**config.mk**
```make
export PLATFORM = sky130hd
export DESIGN_NAME = stream_mux_nx1
export DESIGN_NICKNAME = d
export VERILOG_FILES = /design/src/rtl/stream_mux_nx1.sv
export SDC_FILE = /design/constraint.sdc
export NUM_CORES = 1
export LEC_CHECK = 0
export CAP_MARGIN = 10
export CORE_MARGIN = 2
export CORE_UTILIZATION = 30
export CTS_BUF_LIST = sky130_fd_sc_hd__clkbuf_4 sky130_fd_sc_hd__clkbuf_8 sky130_fd_sc_hd__clkbuf_16
export CTS_CLUSTER_DIAMETER = 80
export DETAILED_ROUTE_END_ITERATION = 8
export PLACE_DENSITY = 0.69
export SETUP_SLACK_MARGIN = 0.1
export SYNTH_ARGS = -nofsm -noshare
export SYNTH_HDL_FRONTEND = slang
export SYNTH_SLANG_ARGS = --single-unit
```
**constraint.sdc**
```tcl
create_clock -name clk -period 3.1 [get_ports clk]
set_clock_uncertainty 0.05 [all_clocks]
set_input_delay 0.775 -clock clk [delete_from_list [all_inputs] [get_ports clk]]
set_output_delay 0.775 -clock clk [all_outputs]
set_load 0.1 [all_outputs]
```
**src/rtl/stream_mux_nx1.sv**
```systemverilog
// stream_mux_nx1: N-input stream multiplexer with a one-deep registered output.
// MODE=0 forwards the externally selected channel. MODE=1 arbitrates round-robin
// across all valid channels. An out-of-range select never loads anything; it is
// reported on sel_err instead.
//
// Handshake: a beat moves across a channel on a rising clk edge when valid and
// ready are both high on that channel. Valid must not depend on ready. A source
// holds its data stable while valid && !ready. Every in_ready is combinational:
// it may go high while the matching in_valid is low. It is never high when the
// output register is full and stalled.
module stream_mux_nx1 #(
  parameter int WIDTH  = 32,
  parameter int NUM_IN = 4,
  parameter int MODE   = 0,
  parameter int SEL_W  = $clog2(NUM_IN)
) (
  input  logic                    clk,
  input  logic                    rst_n,
  input  logic [NUM_IN*WIDTH-1:0] in_data,
  input  logic [NUM_IN-1:0]       in_valid,
  output logic [NUM_IN-1:0]       in_ready,
  input  logic [SEL_W-1:0]        sel,
  output logic [WIDTH-1:0]        out_data,
  output logic                    out_valid,
  input  logic                    out_ready,
  output logic [SEL_W-1:0]        grant,
  output logic                    sel_err
);

  logic             can_load;
  logic             sel_ok;
  logic [SEL_W-1:0] last;
  logic [SEL_W-1:0] rr_idx;
  logic [SEL_W-1:0] rr_win;
  logic             rr_found;
  logic [SEL_W-1:0] win;
  logic             win_ok;
  logic [WIDTH-1:0] win_data;
  logic             xfer;

  // The output register can take a new beat when it is empty or is draining on this edge.
  assign can_load = !out_valid || out_ready;
  assign sel_ok   = (int'(sel) < NUM_IN);

  // Round-robin scan: the first valid channel after the last granted one, with wraparound.
  always_comb begin
    rr_found = 1'b0;
    rr_win   = '0;
    rr_idx   = '0;
    for (int k = 1; k <= NUM_IN; k++) begin
      rr_idx = SEL_W'((int'(last) + k) % NUM_IN);
      if (!rr_found && in_valid[rr_idx]) begin
        rr_found = 1'b1;
        rr_win   = rr_idx;
      end
    end
  end

  assign win    = (MODE == 1) ? rr_win : sel;
  assign win_ok = (MODE == 1) ? rr_found : sel_ok;

  // At most one channel sees ready: the chosen one, and only if the output can load.
  always_comb begin
    in_ready = '0;
    for (int i = 0; i < NUM_IN; i++) begin
      in_ready[i] = can_load && win_ok && (win == SEL_W'(i));
    end
  end

  // Data mux written as a one-hot loop, so an illegal select yields zeros rather than X.
  always_comb begin
    win_data = '0;
    for (int i = 0; i < NUM_IN; i++) begin
      if (win == SEL_W'(i)) begin
        win_data = in_data[i*WIDTH +: WIDTH];
      end
    end
  end

  assign xfer = |(in_ready & in_valid);

  // Output register, grant, round-robin pointer and select-error flag.
  always_ff @(posedge clk) begin
    if (!rst_n) begin
      out_valid <= 1'b0;
      out_data  <= '0;
      grant     <= '0;
      sel_err   <= 1'b0;
      last      <= SEL_W'(NUM_IN - 1);
    end else begin
      if (xfer) begin
        out_valid <= 1'b1;
        out_data  <= win_data;
        grant     <= win;
        if (MODE == 1) begin
          last <= win;
        end
      end else if (out_valid && out_ready) begin
        out_valid <= 1'b0;
      end
      sel_err <= (MODE == 0) ? !sel_ok : 1'b0;
    end
  end

endmodule

```
---- Word-level counts from Yosys, hierarchy flattened ----
Cells that the tools add are included.
word-level totals
  logic and storage cells ................. 23
  register bits ........................... 35
operators by class
  reduce and logical (&&, ||, !) cells .... 10
  mux-type cells .......................... 6
  equality and inequality tests ........... 3
  bitwise operators ....................... 1
operators by type and width
  cell                                                 count
  two-way mux 32 bit                                   4
  logical AND 1 bit                                    5
  bitwise AND 4 bit                                    1
  equality test 2 bit, second input constant           2
  OR reduction 4 bit                                   1
  equality test 2 x 1 -> 1 bit, second input constant  1
  zero test 2 bit                                      1
  two-way mux 1 bit                                    2
  nonzero test 2 bit                                   1
  zero test 1 bit                                      1
  logical OR 1 bit                                     1

---- Longest topological paths before layout ----
  depth after elaboration ................. 6
  mapped depth ............................ 6
  gate-level depth less buffers ........... 4

---- Worst setup path before layout ----
No wires, ideal clock.
  path kind ............................... input port to output port
  start ................................... input sel[1]
  end ..................................... output in_ready[1]
  required time ........................... 2.275 ns
  buffers on the path ..................... 2
  data arrival time ....................... 3.337 ns
  stages .................................. 3
  setup slack ............................. -1.062 ns
  cells stage by stage .................... buf_2 -> buf_2 -> nor3b_1
on the way
  word-level cells in the longest chain between the ends .. 2
RTL lines
  item                          line  RTL
  start, declared               22    input logic [SEL_W-1:0] sel,
  equality test 2 x 1 -> 1 bit  66    in_ready[i] = can_load && win_ok && (win == SEL_W'(i));
  logical AND 1 bit             66
  end, declared                 21    output logic [NUM_IN-1:0] in_ready,
No other way between the ends.

---- Final worst setup path ----
  start ................................... input out_ready
  end ..................................... output in_ready[1]
on the way
  word-level cells in the longest chain between the ends .. 2
RTL lines
  item               line  RTL
  start, declared    25    input logic out_ready,
  logical OR 1 bit   42    assign can_load = !out_valid || out_ready;
  logical AND 1 bit  66
No other way between the ends.

==> flow_summary.ini <==
[floorplanning]
start_util = 0.313
core_um2 = 7370
dieArea_um2 = 8420
die_x_um = 91.7
top_level_ports = 177
num_rows = 31
die_h_um = 91.7

[sta]
whs_ns = 0.412
worstMarginPinSlew_ns = 1.12
hold_viol = 0
post-route-period-util = 0.899
setup_ws_ns = 0.312
max_freq_mhz = 359
grt_setup_unrepaired = false
slew_headroom = 0.256
period_needed_ns = 2.79
finalSetupViolCount = 0
drv_slew = 0

[yosys]
ys_seq_area_frac = 0.303
ys_ff_latch = 35
synthesis.area_um2 = 2310
netlist_instances = 208
synth_simple_gate_area_frac = 0.100
synthFlopType = dfxtp_1
synth.mux.area_fraction = 0.328
synthArstFlopShare = 0
syn_area_per_cell_um2 = 11.1
synthAdderAreaFrac = 0
synth_cell_types = 26
synth_edf_count = 0
synth_top_cell_area_share = 0.303
synth_top_family_by_area = multiplexers
synth_compound_area_frac = 0.187
synth_xor_area_frac = 0
syn-num-nets = 345
yosys_warnings = 0
yosysTopAreaCell = dfxtp_1
synth.area.top_cells = dfxtp_1 30%, mux4_2 28%, a21boi_1 9.4%

[power_and_ir_drop]
clkPwrFrac = 0.205
p_int_uw = 981
p_seq_frac = 0.314
swShare = 0.393
power_switching_uw = 636
ir_drop_mv = 0.150
power.density_nw_per_um2 = 394
power_frac_comb = 0.481
p_leak_uw = 0.00155
power_uw = 1620

[cts]
clock_sinks = 35
cts_tree = yes
htreeDepth = 2
path_clk_slew_ns = 0.06
cts-hold-fix-buffers = 0
root_buffer = clkbuf_8
cts_buffers = 5
insertion_delay_ns = 0.27
cts_setup_buffers = 0
postCtsResizedCells = 0
cts_buffer_depth = 2

[cells_and_area]
fillers = 665
area_delta_synth_final_pct = 77.6
multi_input_area_um2 = 1440
antennaDiodeCount = 0
drive_gt1_frac = 0.242
fin_nets = 508
seq_area_um2 = 701
post-route-util = 0.557

[detailed_routing]
ant_nets = 0
wirelength_mm = 7.67
drtIter0Drc = 69
vias_per_cell = 5.02
wl_per_cell_um = 16.3
post-route-drc-count = 0
dr.pass1.iters = 4
vias = 2366

[place]
port_buffers = 175
pre_cts_ws_ns = 0.229
gp_congestion = 0.723
dp_hpwl_mm = 5.88

[worst_setup_path]
crit_path_max_fanout = 5
cp_slowest_cell = nor2b_1
max_stage_delay_ns = 0.45
worstPathArrival_ns = 1.96
cp.required_ns = 2.27
critPathCaptureType = output pin
worstPathCellList = clkdlybuf4s50_1, nor2b_1, nor3b_2, buf_12
path_class = in -> out
crit_path_start_kind = primary input

[global_routing]
grt_max_degree = 36
first_global_vias = 2466
antenna_found_initial = 0
overflow = 0
grt_usage = 0.178
grt_pass1_wl_mm = 12.0

[run]
cap_violations = 0

[status]
status = finished clean

[min_path]
hold_path_class = reg -> reg
-- sequential cells by signal, summed over array words and instances, names as in the netlist --
| name | flops |
|---|---|
| grant | 2 |
| out_data | 32 |
| out_valid | 1 |
-- power by group through the flow --
| stage | Clock [uW] | Combinational, uW | Sequential, uW |
|---|---|---|---|
| after global routing | 366 | 817 | 513 |
| after floorplan | 0 | 229 | 798 |
| after global placement | 0 | 777 | 517 |
| final | 331 | 778 | 508 |
| after detailed placement | 0 | 783 | 518 |
| after CTS | 346 | 785 | 508 |
-- cells in the mapped netlist (2+ instances only) --
| cell | count |
|---|---|
| a21boi_0 | 4 |
| a21boi_1 | 29 |
| and3_1 | 2 |
| buf_2 | 13 |
| buf_6 | 9 |
| clkbuf_1 | 3 |
| dfxtp_1 | 35 |
| mux4_1 | 3 |
| mux4_2 | 29 |
| nand3_1 | 34 |
| o21ai_0 | 30 |
| o21ai_1 | 3 |
-- routing by layer --
layer / track usage / vias to the layer above / share of wire
li1: - / 1134 / -
met1: 0.212 / 1123 / 0.39
met2: 0.313 / 94 / 0.52
met3: 0.0353 / 15 / 0.062
met4: 0.0697 / 0 / 0.026
met5: 0 / - / 0
-- area by class of cell --
type,instances,share of cell area
Timing Repair Buffer,182,0.426
Clock buffer,7,0.0204
Tap cell,99,0.0302
Sequential cell,35,0.171
Multi-Input combinational cell,147,0.352
Clock inverter,1,0.00122
-- worst paths after layout --
kind	slack, ns	to	depth (start not counted)	startpoint
hold / removal	0.41	out_data[24]$_SDFFE_PN0P_	2	out_data[24]$_SDFFE_PN0P_
hold reg to reg	0.41	out_data[24]$_SDFFE_PN0P_	2	out_data[24]$_SDFFE_PN0P_
setup reg to reg	1.21	out_data[26]$_SDFFE_PN0P_	4	out_valid$_SDFFE_PN0P_
setup / recovery	0.31	in_ready[1]	4	out_ready
-- layout by cell type, fill, tap and decap left out, types with 3 or more instances in the layout --
cell,netlist,layout
nand3_1,34,34
a21boi_1,29,29
a21boi_0,4,4
dfxtp_1,35,35
clkbuf_8,0,5
buf_4,1,42
buf_12,0,4
clkdlybuf4s50_1,0,134
o21ai_1,3,3
mux4_2,29,29
o21ai_0,30,30
mux4_1,3,3
-- metrics by stage --
| stage | instance area [um^2] | TNS (ns) | cells |
|---|---|---|---|
| 2_1_floorplan | 2320 | -0.151 | 208 |
| 3_3_place_gp | 4010 | 0 | 463 |
| 3_5_place_dp | 4010 | 0 | 463 |
| 4_1_cts | 4100 | 0 | 471 |
| 5_1_grt | 4100 | 0 | 471 |
| 6_report | 4100 | 0 | 471 |
-- worst max-delay path, delay by kind of cell --
kind	cells	cell delay (ns)
simple gates	2	0.57
buf+inv	2	0.62
-- kinds of logic after synthesis --
group / Yosys count
flip-flops: 35
buffers and inverters: 26
multiplexers: 34
AO/OA/AOI/OAI: 68
other: 1
AND/OR/NAND/NOR: 44
Power figures use the tool's default switching activity.
